<file path="config.mk">
export PLATFORM = sky130hd
export DESIGN_NAME = i2s_adc_rx
export DESIGN_NICKNAME = d
export VERILOG_FILES = /design/src/rtl/i2s_adc_rx.sv
export SDC_FILE = /design/constraint.sdc
export NUM_CORES = 1
export LEC_CHECK = 0
export BUFFER_PORTS_ARGS = -buffer_cell sky130_fd_sc_hd__clkbuf_2
export CAP_MARGIN = 5
export CORE_UTILIZATION = 25
export DETAILED_ROUTE_END_ITERATION = 6
export PLACE_DENSITY_LB_ADDON = 0.3
export SLEW_MARGIN = 10
export SYNTH_ARGS = -nofsm -noshare
export SYNTH_HDL_FRONTEND = slang
export SYNTH_SLANG_ARGS = --single-unit
</file>
<file path="constraint.sdc">
create_clock -name clk_50m -period 1.93 [get_ports clk_50m]
set_input_delay 0.0965 -clock clk_50m [delete_from_list [all_inputs] [get_ports clk_50m]]
set_output_delay 0.0965 -clock clk_50m [all_outputs]
set_load 0.05 [all_outputs]
</file>
<file path="src/rtl/i2s_adc_rx.sv">
`default_nettype none
// ============================================================================
// Module   : i2s_adc_rx
// Brief    : I2S ADC capture deserializer; emits left/right sample pairs on a
//            valid/ready interface, all in the clk_50m domain.
// Revision : 1.0 - initial release
// ============================================================================
module i2s_adc_rx #(
  parameter int DEPTH = 16
) (
  input  logic             clk_50m,
  input  logic             rst_n,
  input  logic             p_bclk,
  input  logic             adc_lrc,
  input  logic             adcdat,
  output logic [DEPTH-1:0] left_data,
  output logic [DEPTH-1:0] right_data,
  output logic             out_valid,
  input  logic             out_ready,
  output logic             overrun,
  output logic             frame_err
);

  localparam int CW = $clog2(DEPTH + 1);

  typedef enum logic [1:0] {
    SYNC = 2'd0,
    CAP  = 2'd1,
    DONE = 2'd2
  } state_t;

  state_t            state, state_nx;
  logic              chan, chan_nx;   // 0 = left, 1 = right
  logic              r_adc_meta, r_adc_sync;
  logic              lrc_q;
  logic [CW-1:0]     bit_cnt;
  logic [DEPTH-1:0]  shreg;
  logic [DEPTH-1:0]  left_hold;

  logic              w_boundary;
  logic              w_full;
  logic              w_last_bit;
  logic [DEPTH-1:0]  w_shift_word;
  logic              w_cnt_clr;
  logic              w_do_shift;
  logic              w_load_left;
  logic              w_clr_left;
  logic              w_pair_done;
  logic              w_set_ferr;
  logic              w_accept;

  assign w_boundary   = p_bclk && (adc_lrc != lrc_q);
  assign w_full       = (bit_cnt == CW'(DEPTH));
  assign w_last_bit   = (bit_cnt == CW'(DEPTH - 1));
  assign w_shift_word = {shreg[DEPTH-2:0], r_adc_sync};
  assign w_accept     = out_valid && out_ready;

  always_ff @(posedge clk_50m) begin
    if (!rst_n) begin
      state <= SYNC;
      chan  <= 1'b0;
    end else begin
      state <= state_nx;
      chan  <= chan_nx;
    end
  end

  always_comb begin
    state_nx    = state;
    chan_nx     = chan;
    w_cnt_clr   = 1'b0;
    w_do_shift  = 1'b0;
    w_load_left = 1'b0;
    w_clr_left  = 1'b0;
    w_pair_done = 1'b0;
    w_set_ferr  = 1'b0;
    case (state)
      SYNC: begin
        if (w_boundary && !adc_lrc) begin
          state_nx  = CAP;
          chan_nx   = 1'b0;
          w_cnt_clr = 1'b1;
        end
      end
      CAP: begin
        if (w_boundary) begin
          // The boundary strobe is the one-bit delay slot; its data is ignored.
          w_cnt_clr  = 1'b1;
          w_set_ferr = !w_full;
          if (!adc_lrc) begin
            chan_nx = 1'b0;
          end else if (w_full) begin
            chan_nx = 1'b1;
          end else begin
            state_nx   = SYNC;
            w_clr_left = 1'b1;
          end
        end else if (p_bclk && !w_full) begin
          w_do_shift = 1'b1;
          if (w_last_bit) begin
            if (!chan) begin
              w_load_left = 1'b1;
            end else begin
              w_pair_done = 1'b1;
              state_nx    = DONE;
            end
          end
        end
      end
      DONE: begin
        if (w_boundary) begin
          state_nx  = CAP;
          chan_nx   = adc_lrc;
          w_cnt_clr = 1'b1;
        end
      end
      default: begin
        state_nx = SYNC;
        chan_nx  = 1'b0;
      end
    endcase
  end

  always_ff @(posedge clk_50m) begin
    if (!rst_n) begin
      r_adc_meta <= 1'b0;
      r_adc_sync <= 1'b0;
      lrc_q      <= 1'b0;
      bit_cnt    <= '0;
      shreg      <= '0;
      left_hold  <= '0;
      left_data  <= '0;
      right_data <= '0;
      out_valid  <= 1'b0;
      overrun    <= 1'b0;
      frame_err  <= 1'b0;
    end else begin
      r_adc_meta <= adcdat;
      r_adc_sync <= r_adc_meta;

      if (p_bclk) begin
        lrc_q <= adc_lrc;
      end

      if (w_cnt_clr) begin
        bit_cnt <= '0;
      end else if (w_do_shift) begin
        bit_cnt <= bit_cnt + CW'(1);
      end

      if (w_do_shift) begin
        shreg <= w_shift_word;
      end

      if (w_load_left) begin
        left_hold <= w_shift_word;
      end else if (w_clr_left) begin
        left_hold <= '0;
      end

      if (w_set_ferr) begin
        frame_err <= 1'b1;
      end

      // A completing pair may load in the same cycle the old one is accepted.
      if (w_pair_done) begin
        if (!out_valid || out_ready) begin
          left_data  <= left_hold;
          right_data <= w_shift_word;
          out_valid  <= 1'b1;
        end else begin
          overrun <= 1'b1;
        end
      end else if (w_accept) begin
        out_valid <= 1'b0;
      end
    end
  end

endmodule
`default_nettype wire

</file>
==> results by group <==
Outcome
  – Status: complete, no violations

Setup path
  – R2R Path End: right_data[2]
  – R2R depth: 8
  – CP Max Fanout: 16
  – CP Class: flip-flop to flip-flop
  – Crit path capture type: flip-flop
  – CP top delay family: simple AND/OR/NAND/NOR gates
  – Worst R2R Start: bit_cnt[1]
  – Slowest CP cell: dfxtp_1
  – Reg2reg setup slack: 120 ps
  – Critical Path Source Type: flip-flop
  – Crit path buf inv count: 2
  – Worst Path Arrival: 2060 ps
  – Crit path cell chain: ha_1 > and3_1 > ha_2 > nand3_2 > nor3_4 > buf_4 > buf_12 > mux2i_1
  – Worst Path Required: 2180 ps
  – Largest stage delay, worst path: 360 ps

Power and ir drop
  – Max VDD drop: 0.362 mV
  – Pwr dens: 861 mW/mm^2
  – Static Leak: 1.53 nW
  – Design Power: 3.34 mW

Floorplan
  – Die Span Y: 115 um
  – Row count: 40
  – Starting Density: 26.0%
  – I/O Pins: 41
  – Die ar.: 0.0132 sq mm
  – Core area: 0.0122 sq mm
  – Die X: 115 um

Global route
  – Tot GR Track Use: 10.6%
  – First-pass GRT wire length: 10800 um
  – Initial antenna violation count: 0
  – Vias in the first global route: 2227
  – Largest net degree at the start of global routing: 41
  – Total gr overflow: 0

Timing
  – Final Hold Viols: 0
  – Period Utilization, post-route: 93.9%
  – Clock period minus worst slack: 1810 ps
  – Fmax: 0.552 GHz
  – Max Slew Vio Count: 0
  – Smallest hold slack: 189 ps
  – Worst slew margin: 67.0%
  – Worst-Margin Slew: 492 ps
  – # setup viols final: 0
  – Final WS setup: 118 ps
  – Max Clock Skew: 2.97 ps

Yosys
  – FF+latch count, synth: 77
  – Mapped Cells: 318
  – Mean Syn Cell Area: 9.99 sq um
  – Syn nets: 331
  – Sequential element share of the synthesized area: 48.5%
  – Post-synthesis cell type count: 45
  – YS warnings: 0
  – FFs w/ async S/R, synth: 0%
  – Post-synth top flop: dfxtp_1
  – EDFF count, synth: 0
  – Synth Cell Area: 0.00318 sq mm

Drt
  – Final ANT Viol Nets: 0
  – Via count: 2220
  – Drc violations: 0
  – Post-Route WL: 6530 um
  – Total iterations of the first detailed-routing run: 4
  – Starting DRT DRC Count: 110
  – Per-cell routed wire length: 12.2 um
  – Via density: 4.16

CTS
  – Clock Latency Late Sink: 330 ps
  – Longest Clk Path Bufs: 2
  – TritonCTS buffer count: 9
  – Clk sink count: 77
  – Root buffer cell: clkbuf_16
  – CTS tree: done
  – Htree depth: 3
  – Reg clk slew, reported paths: 60 ps

Cells and area
  – Layout cells sized above 1: 21.0%
  – Net count, final: 375
  – Commonest non-fill, non-tap cell in the layout: dfxtp_1
  – Area growth syn-to-layout: 22.1%
  – Antenna Cells: 0
  – Non-Filler Instances: 534
  – Final Core Density: 31.8%
  – Most frequent cells in the layout: dfxtp_1 (77), nand2_1 (69), mux2i_1 (51)

Min path
  – Min-delay worst type: input pin to flip-flop
  – Hold EP: out_valid
  – Hold Path Depth: 4
  – Hold Path Origin: out_ready

Placed design
  – Placed Cells: 514
  – PortBufs: 40
  – Pre-CTS WS: 58.0 ps
  – Gp weighted congestion: 0.761
  – Detailed Place HPWL: 4360 um

Flow run
  – Maxcap violations: 0
-- report_power, final --
| part | switching (mW) | internal [mW] | leakage, nW |
|---|---|---|---|
| clock network | 0.616 | 0.860 | 0.125 |
| logic | 0.148 | 0.0914 | 0.785 |
| registers | 0.0162 | 1.61 | 0.621 |
| total | 0.780 | 2.56 | 1.53 |
-- final cells by class --
cell class / instances / area (sq um)
flip-flops and latches: 77 / 1540
well taps: 168 / 210
inverters: 8 / 30.0
repair buffers: 54 / 354
fillers: 1292 / 8330
clock inverters: 4 / 26.3
multi-input cells: 212 / 1480
clock buffers: 11 / 233
-- Yosys cell counts, types with 2 or more instances --
library cell  instances  share of area [%]
or3_1                 2               0.39
dfxtp_1              77                 49
a211o_1               2               0.55
ha_1                  7                2.8
buf_2                 4               0.63
nand2_1              69                8.2
xor2_1                2               0.55
clkbuf_1             10                1.2
o21a_1                2               0.47
a21oi_1               4               0.63
nand2b_1              3               0.59
o21bai_1              2               0.47
buf_4                 3               0.71
and2_1                3               0.59
mux2i_1              51                 16
a22o_1               16                4.4
nor2_1               22                2.6
a221oi_1              2               0.55
inv_1                 7               0.83
nand4_1               2               0.39
buf_6                 4                1.4
-- through the flow --
stage	TNS, ps	area (sq um)
finish	0	3880
global route	-9.15	3880
CTS	0	3820
detailed placement	0	3550
global placement	0	3550
floorplan	0	3180
-- flip-flops by register name, indices dropped and copies added, names as in the netlist, 2 cells and up --
name / flops
left_data: 16
left_hold: 16
right_data: 16
shreg: 15
bit_cnt: 5
state: 2
-- timing repair --
item,in CTS,in global routing
hold buffers,1,0
hold endpoints to repair,1,0
setup buffers,0,2
endpoints found under the setup margin,0,33
gates resized for setup,0,1
-- worst max path at each step --
stage                     startpoint  slack (ps)  depth (start not counted)            end
final                     bit_cnt[1]         120                          8  right_data[2]
after global routing      bit_cnt[1]          -5                          8   left_data[5]
after CTS                 bit_cnt[1]          30                          7  right_data[2]
after detailed placement  bit_cnt[1]          60                          7  right_data[2]
after global placement    bit_cnt[1]         150                          7  right_data[1]
after floorplan           bit_cnt[1]         170                          8  left_hold[15]
-- tightest hold or removal path: stages --
cell	delay [ps]
clkbuf_2	80
nand2b_1	140
o21a_1	130
nor2_1	30
-- kinds of logic (layout without fill, tap and decap cells) --
logic type | after synthesis | after routing | synth area share [%]
flip-flops | 77 | 77 | 48.5
AO/OA/AOI/OAI | 37 | 37 | 9.57
AND/OR/NAND/NOR | 112 | 112 | 16.1
buffers and inverters | 29 | 77 | 4.88
multiplexers | 52 | 52 | 16.4
XOR/XNOR | 4 | 4 | 1.69
adder cells (fa/ha/maj) | 7 | 7 | 2.76
-- routing by layer --
layer / up-vias / wire (um) / track usage (%) / part of all wire, %
met1: 1000 / 3440 / 14.1 / 53
met3: 10 / 381 / 3.76 / 5.8
met4: 0 / 146 / 6.23 / 2.2
met2: 33 / 2560 / 14.5 / 39
met5: - / 0 / 0 / 0
li1: 1177 / - / - / -
No activity file was read; power rests on OpenSTA's default activity.
